[config.mk]
export PLATFORM = sky130hd
export DESIGN_NAME = alu_muldiv_seq
export DESIGN_NICKNAME = d
export VERILOG_FILES = /design/src/rtl/alu_ctl_pkg.sv /design/src/rtl/alu_muldiv_seq_alu.sv /design/src/rtl/alu_muldiv_seq.sv
export SDC_FILE = /design/constraint.sdc
export NUM_CORES = 1
export LEC_CHECK = 0
export ABC_AREA = 1
export BUFFER_PORTS_ARGS = -buffer_cell sky130_fd_sc_hd__clkbuf_2
export CAP_MARGIN = 20
export CORE_ASPECT_RATIO = 0.9
export CORE_MARGIN = 1
export CORE_UTILIZATION = 40
export DETAILED_ROUTE_END_ITERATION = 16
export HOLD_SLACK_MARGIN = 0.08
export PLACE_DENSITY = 0.65
export SYNTH_ARGS = -nofsm -noshare
export SYNTH_HDL_FRONTEND = slang
export SYNTH_SLANG_ARGS = --single-unit
[constraint.sdc]
create_clock -name clk -period 3.9 [get_ports clk]
set_clock_uncertainty 0.1 [all_clocks]
set_input_delay 0.585 -clock clk [delete_from_list [all_inputs] [get_ports clk]]
set_output_delay 0.585 -clock clk [all_outputs]
set_load 0.05 [all_outputs]
[src/rtl/alu_ctl_pkg.sv]
// Shared ALU control encoding and sequencer state type for the MUL/DIV engine.
package alu_ctl_pkg;

  localparam int ALU_W = 8;

  // ci : carry-in
  // nb : invert operand b (after optional zeroing)
  // ic : inhibit operand b (b treated as zero)
  // na : invert operand a
  // xo : XOR result path
  // no : invert the final result
  // sr : shift operand a right by one
  // ss : with sr, arithmetic shift; without sr, AND result path
  typedef struct packed {
    logic ci;
    logic nb;
    logic ic;
    logic na;
    logic xo;
    logic no;
    logic sr;
    logic ss;
  } alu_ctl_t;

  //                                      ci nb ic na xo no sr ss
  localparam alu_ctl_t CTL_ADD = 8'b0000_0000;
  localparam alu_ctl_t CTL_SUB = 8'b1100_0000;  // a + ~b + 1
  localparam alu_ctl_t CTL_SHR = 8'b0000_0010;
  localparam alu_ctl_t CTL_SAR = 8'b0000_0011;
  localparam alu_ctl_t CTL_INC = 8'b1010_0000;  // a + 0 + 1
  localparam alu_ctl_t CTL_DEC = 8'b0110_0000;  // a + 8'hFF
  localparam alu_ctl_t CTL_NOT = 8'b0011_0000;  // ~a + 0
  localparam alu_ctl_t CTL_NEG = 8'b1011_0000;  // ~a + 1
  localparam alu_ctl_t CTL_AND = 8'b0000_0001;
  localparam alu_ctl_t CTL_OR  = 8'b0101_0101;  // ~(~a & ~b)
  localparam alu_ctl_t CTL_XOR = 8'b0000_1000;

  typedef enum logic [1:0] {
    IDLE   = 2'd0,
    STEP_A = 2'd1,
    STEP_B = 2'd2,
    FIN    = 2'd3
  } seq_state_t;

endpackage

[src/rtl/alu_muldiv_seq_alu.sv]
// 8-bit combinational ALU steered by alu_ctl_t control lines.
module alu_muldiv_seq_alu
  import alu_ctl_pkg::*;
(
  input  logic [ALU_W-1:0] a,
  input  logic [ALU_W-1:0] b,
  input  alu_ctl_t         ctl,
  output logic [ALU_W-1:0] out,
  output logic             cf,
  output logic             zf,
  output logic             sf
);

  logic [ALU_W-1:0] opa;
  logic [ALU_W-1:0] opb_raw;
  logic [ALU_W-1:0] opb;
  logic [ALU_W:0]   sum;
  logic [ALU_W-1:0] raw;

  // Operand conditioning, then one of add / shift / xor / and, then optional output inversion.
  always_comb begin
    opa     = ctl.na ? ~a : a;
    opb_raw = ctl.ic ? '0 : b;
    opb     = ctl.nb ? ~opb_raw : opb_raw;
    sum     = {1'b0, opa} + {1'b0, opb} + {{ALU_W{1'b0}}, ctl.ci};
    raw     = sum[ALU_W-1:0];
    cf      = sum[ALU_W];
    if (ctl.sr) begin
      raw = {(ctl.ss ? opa[ALU_W-1] : 1'b0), opa[ALU_W-1:1]};
      cf  = opa[0];
    end else if (ctl.xo) begin
      raw = opa ^ opb;
      cf  = 1'b0;
    end else if (ctl.ss) begin
      raw = opa & opb;
      cf  = 1'b0;
    end
    out = ctl.no ? ~raw : raw;
    zf  = (out == '0);
    sf  = out[ALU_W-1];
  end

endmodule

[src/rtl/alu_muldiv_seq.sv]
// Multi-cycle unsigned 8x8 multiply / 8/8 divide sequencer around one shared ALU.
//
//   state  | meaning
//   -------+-----------------------------------------------------------
//   IDLE   | waiting for start; results held
//   STEP_A | mul: conditional add of multiplier; div: shift remainder left
//   STEP_B | mul: shift product right; div: trial subtract / restore
//   FIN    | done pulse, results valid; back to IDLE next cycle
module alu_muldiv_seq
  import alu_ctl_pkg::*;
#(
  parameter int WIDTH = 8
) (
  input  logic             clk,
  input  logic             rst,
  input  logic             start,
  input  logic             op,
  input  logic [WIDTH-1:0] a,
  input  logic [WIDTH-1:0] b,
  output logic             busy,
  output logic             done,
  output logic [WIDTH-1:0] res_hi,
  output logic [WIDTH-1:0] res_lo,
  output logic             div_zero
);

  if (WIDTH != ALU_W) begin : g_width_check
    $error("alu_muldiv_seq: WIDTH must equal the ALU width of 8");
  end

  seq_state_t       state_q, state_d;
  logic [WIDTH-1:0] hi_q, hi_d;
  logic [WIDTH-1:0] lo_q, lo_d;
  logic [WIDTH-1:0] m_q, m_d;
  logic             c_q, c_d;
  logic [2:0]       cnt_q, cnt_d;
  logic             op_q, op_d;
  logic             busy_q, busy_d;
  logic             done_q, done_d;
  logic [WIDTH-1:0] res_hi_q, res_hi_d;
  logic [WIDTH-1:0] res_lo_q, res_lo_d;
  logic             div_zero_q, div_zero_d;

  logic [ALU_W-1:0] alu_a;
  logic [ALU_W-1:0] alu_b;
  alu_ctl_t         alu_ctl;
  logic [ALU_W-1:0] alu_out;
  logic             alu_cf;
  logic             alu_zf;
  logic             alu_sf;
  logic             unused_flags;

  assign unused_flags = alu_zf ^ alu_sf;

  alu_muldiv_seq_alu u_alu (
    .a   (alu_a),
    .b   (alu_b),
    .ctl (alu_ctl),
    .out (alu_out),
    .cf  (alu_cf),
    .zf  (alu_zf),
    .sf  (alu_sf)
  );

  // Next-state, datapath and ALU steering for every state.
  always_comb begin
    state_d    = state_q;
    hi_d       = hi_q;
    lo_d       = lo_q;
    m_d        = m_q;
    c_d        = c_q;
    cnt_d      = cnt_q;
    op_d       = op_q;
    busy_d     = busy_q;
    done_d     = 1'b0;
    res_hi_d   = res_hi_q;
    res_lo_d   = res_lo_q;
    div_zero_d = div_zero_q;
    alu_a      = '0;
    alu_b      = '0;
    alu_ctl    = CTL_ADD;

    unique case (state_q)
      IDLE: begin
        busy_d = 1'b0;
        if (start) begin
          hi_d       = '0;
          lo_d       = a;
          m_d        = b;
          c_d        = 1'b0;
          cnt_d      = '0;
          op_d       = op;
          div_zero_d = 1'b0;
          busy_d     = 1'b1;
          state_d    = STEP_A;
          // Divide by zero skips the iterations; results are loaded as FIN is entered.
          if (op && (b == '0)) begin
            hi_d       = a;
            lo_d       = '1;
            div_zero_d = 1'b1;
            done_d     = 1'b1;
            res_hi_d   = a;
            res_lo_d   = '1;
            state_d    = FIN;
          end
        end
      end

      STEP_A: begin
        alu_a = hi_q;
        if (!op_q) begin
          alu_b = m_q;
          if (lo_q[0]) begin
            hi_d = alu_out;
            c_d  = alu_cf;
          end else begin
            c_d  = 1'b0;
          end
        end else begin
          // hi + hi + lo[7] shifts the {hi,lo} pair left; bit 8 lands in c.
          alu_b      = hi_q;
          alu_ctl.ci = lo_q[WIDTH-1];
          hi_d       = alu_out;
          c_d        = alu_cf;
          lo_d       = {lo_q[WIDTH-2:0], 1'b0};
        end
        state_d = STEP_B;
      end

      STEP_B: begin
        alu_a = hi_q;
        if (!op_q) begin
          alu_ctl = CTL_SHR;
          hi_d    = {c_q, alu_out[WIDTH-2:0]};
          lo_d    = {hi_q[0], lo_q[WIDTH-1:1]};
        end else begin
          // A set c means the 9-bit partial remainder already exceeds any divisor.
          alu_b   = m_q;
          alu_ctl = CTL_SUB;
          if (c_q || alu_cf) begin
            hi_d = alu_out;
            lo_d = {lo_q[WIDTH-1:1], 1'b1};
          end
        end
        cnt_d = cnt_q + 3'd1;
        if (cnt_q == 3'd7) begin
          done_d   = 1'b1;
          res_hi_d = hi_d;
          res_lo_d = lo_d;
          state_d  = FIN;
        end else begin
          state_d  = STEP_A;
        end
      end

      FIN: begin
        busy_d  = 1'b0;
        state_d = IDLE;
      end

      default: state_d = IDLE;
    endcase
  end

  // All sequencer state and registered outputs; synchronous reset aborts any operation.
  always_ff @(posedge clk) begin
    if (rst) begin
      state_q    <= IDLE;
      hi_q       <= '0;
      lo_q       <= '0;
      m_q        <= '0;
      c_q        <= 1'b0;
      cnt_q      <= '0;
      op_q       <= 1'b0;
      busy_q     <= 1'b0;
      done_q     <= 1'b0;
      res_hi_q   <= '0;
      res_lo_q   <= '0;
      div_zero_q <= 1'b0;
    end else begin
      state_q    <= state_d;
      hi_q       <= hi_d;
      lo_q       <= lo_d;
      m_q        <= m_d;
      c_q        <= c_d;
      cnt_q      <= cnt_d;
      op_q       <= op_d;
      busy_q     <= busy_d;
      done_q     <= done_d;
      res_hi_q   <= res_hi_d;
      res_lo_q   <= res_lo_d;
      div_zero_q <= div_zero_d;
    end
  end

  assign busy     = busy_q;
  assign done     = done_q;
  assign res_hi   = res_hi_q;
  assign res_lo   = res_lo_q;
  assign div_zero = div_zero_q;

endmodule

==> results.toml <==
[grt]
grt.total_usage = 0.216
grt_pass1_vias = 3169
grt-ovfl-total = 0
grt_pass1_wl_um = 15200
antenna_found_initial = 0
grt_max_degree = 36

[placement]
place_hpwl_um = 6940
portBuffers = 38
routabilityCongestion = 0.838
postPlaceCellArea_um2 = 3620

[timing]
worst_pin_slew_ns = 1.05
fin_tns_setup_ns = 0
final_hold_viol_count = 0
slew_headroom = 0.302
setup_viol_count_final = 0
maxClockFrequency_mhz = 286
slew_violations = 0
fin_crit_sh = 0.895
rsz0062_at_grt = "no"
period_minus_slack_ns = 3.49

[logic_synthesis]
synth_edf_count = 0
synth-seq-cells = 50
async_reset_ff_frac = 0
ys_warn_count = 0
synthAdderAreaFrac = 0.0605
synth.area.top_cells = "dfxtp_1 30%, nand2_1 14%, inv_1 7.4%, a21oi_1 6.0%, ha_1 4.9%"
yosys_most_used_dff = "dfxtp_1"
synth_xor_area_frac = 0.0288
synth_compound_area_frac = 0.221
synthesis.instances = 501
yosysSeqAreaShare = 0.299
synth_top_family_by_area = "simple AND/OR/NAND/NOR gates"
synth_area_um2 = 3350
synth_top_cell_area_share = 0.299
synth_top_cell_by_area = "dfxtp_1"
muxShareOfSynthArea = 0.00897
synthSimpleGateAreaFrac = 0.270
synth.distinct_cells = 40
synthesis.nets = 536
synth.avg_cell_area_um2 = 6.68

[final_layout]
final_util = 0.464
finalNetCount = 568
synthToLayoutAreaGrowth_pct = 11.8
final_cell_mix = "127 x nand2_1, 66 x inv_1, 50 x dfxtp_1"
final_common_cell = "nand2_1"
drive_above_1_share = 0.139
insertedDiodeCount = 0
final_area_um2 = 3740

[setup_path]
crit_family = "simple AND/OR/NAND/NOR gates"
critPathRequiredTime_ns = 4.05
path_class = "reg -> reg"
cp_cell_sequence = "inv_1 -> ha_2 -> nand2_1 -> o22ai_1 -> xor2_1 -> fa_1 -> inv_1 -> fa_1 -> nand3_1 -> nand2_1 -> nand2_1 -> nand2_1 -> nand2_1 -> nand3_1 -> nand2_1 -> nand3_1 -> a21oi_1"
arrival_ns = 3.64
slowest_stage = "ha_2"
crit_top_cell = "nand2_1"
slowest_delay_ns = 0.45
worstPathMaxFanout = 9
cp_num_buf_inv = 2
start_kind = "register"
end_kind = "register"
r2r_slack_ns = 0.41

[detailed_routing]
vias_per_cell = 5.37
drtAntennaViolNets = 0
drtIter0Drc = 231
firstDrtPassIters = 11
wire_per_inst_um = 14.4
drt_wl_total_um = 9110
vias = 3402
drc = 1

[floorplan]
initial_core_util = 0.415
coreArea_um2 = 8070
rows = 31
ios = 39
die_w_um = 98.4
dieArea_um2 = 8740
die_height_um = 88.8

[power]
power.leakage_nw = 1.85
peakVddDrop_mv = 0.186
power_density_nw_per_um2 = 443
power_w = 0.00166

[run_status]
violations = "DRC"
status = "complete, but fails checks"

[clock_tree]
clk_latency_ns = 0.32
cts_tree = "yes"
cts_sinks = 50
post_cts_buffers = 0
clk_path_buf_depth = 2
cts_buffers = 5
cts_max_level = 2
clk_pin_slew_ns = 0.10
clockRootBuffer = "clkbuf_8"

[job]
drv_cap = 0

[hold_path]
hp-class = "reg -> reg"
-- logic make-up (layout without fill, tap and decap cells) --
kind of cell,Yosys count,after routing
flip-flops,50,50
multiplexers,3,3
adder cells (fa/ha/maj),15,15
AND/OR/NAND/NOR,210,210
buffers and inverters,93,126
AO/OA/AOI/OAI,119,119
XOR/XNOR,11,11
-- what timing repair did --
item,in CTS,in global routing
hold buffers,0,0
hold endpoints to repair,0,0
gates resized for setup,0,2
endpoints found under the setup margin,0,3
-- area by class of cell --
type                    count  area, µm²
clock buffers               5       68.8
clock inverters             3       48.8
fillers                   859       4320
inverters                  72        273
multi-input cells         358       1980
flip-flops and latches     50       1000
well taps                  99        124
repair buffers             46        250
-- flip-flops by register name, summed over array words and instances (netlist names) --
register	count
op_q	1
busy	1
m_q	8
hi_q	8
div_zero	1
lo_q	8
c_q	1
done	1
cnt_q	3
res_lo	8
res_hi	8
state_q	2
-- power breakdown --
part,leakage (nW),switching [W],internal [W]
Clock,0.0563,0.000200,0.000196
Combinational,1.38,0.000435,0.000187
Sequential,0.411,0.0000535,0.000588
Total,1.85,0.000689,0.000971
-- metal layers --
metal  vias up  part of all wire  global-route usage
met4         0             0.014              0.0583
met3        13             0.056              0.0363
met2       102              0.45               0.351
li1       1735                 -                   -
met5         -                 0                   0
met1      1552              0.48               0.300
-- cell usage after synthesis (4+ instances only) --
master	instances
nand2_1	127
inv_2	4
ha_1	13
inv_1	66
o211ai_1	7
clkbuf_1	11
dfxtp_1	50
nand3_1	22
a21oi_1	40
a211oi_1	8
o22ai_1	8
nor2_1	32
nand4_1	16
o21ai_0	32
a31oi_1	9
o221ai_1	8
xor2_1	8
-- path summary, 6_finish.rpt --
check                   end       start  depth (start not counted)
hold / removal     cnt_q[2]    cnt_q[2]                          2
setup reg to reg  res_hi[2]  state_q[1]                         17
setup / recovery  res_hi[2]  state_q[1]                         17
hold reg to reg    cnt_q[2]    cnt_q[2]                          2
-- per-stage QoR --
step / hold slack [ns] / instances / worst slack, ns
after floorplan: 0.345 / 501 / 0.525
after global placement: 0.357 / 625 / 0.446
after detailed placement: 0.364 / 625 / 0.382
after CTS: 0.380 / 633 / 0.355
after global routing: 0.405 / 633 / 0.0807
final: 0.375 / 633 / 0.409
-- worst reg2reg max path: stages, from the launching register on --
cell	delay, ns
dfxtp_1	0.41
inv_1	0.08
ha_2	0.45
nand2_1	0.16
o22ai_1	0.22
xor2_1	0.22
fa_1	0.21
inv_1	0.07
fa_1	0.41
nand3_1	0.09
nand2_1	0.08
nand2_1	0.11
nand2_1	0.08
nand2_1	0.08
nand3_1	0.23
nand2_1	0.17
nand3_1	0.10
a21oi_1	0.16
(Power assumes the default switching activity.)
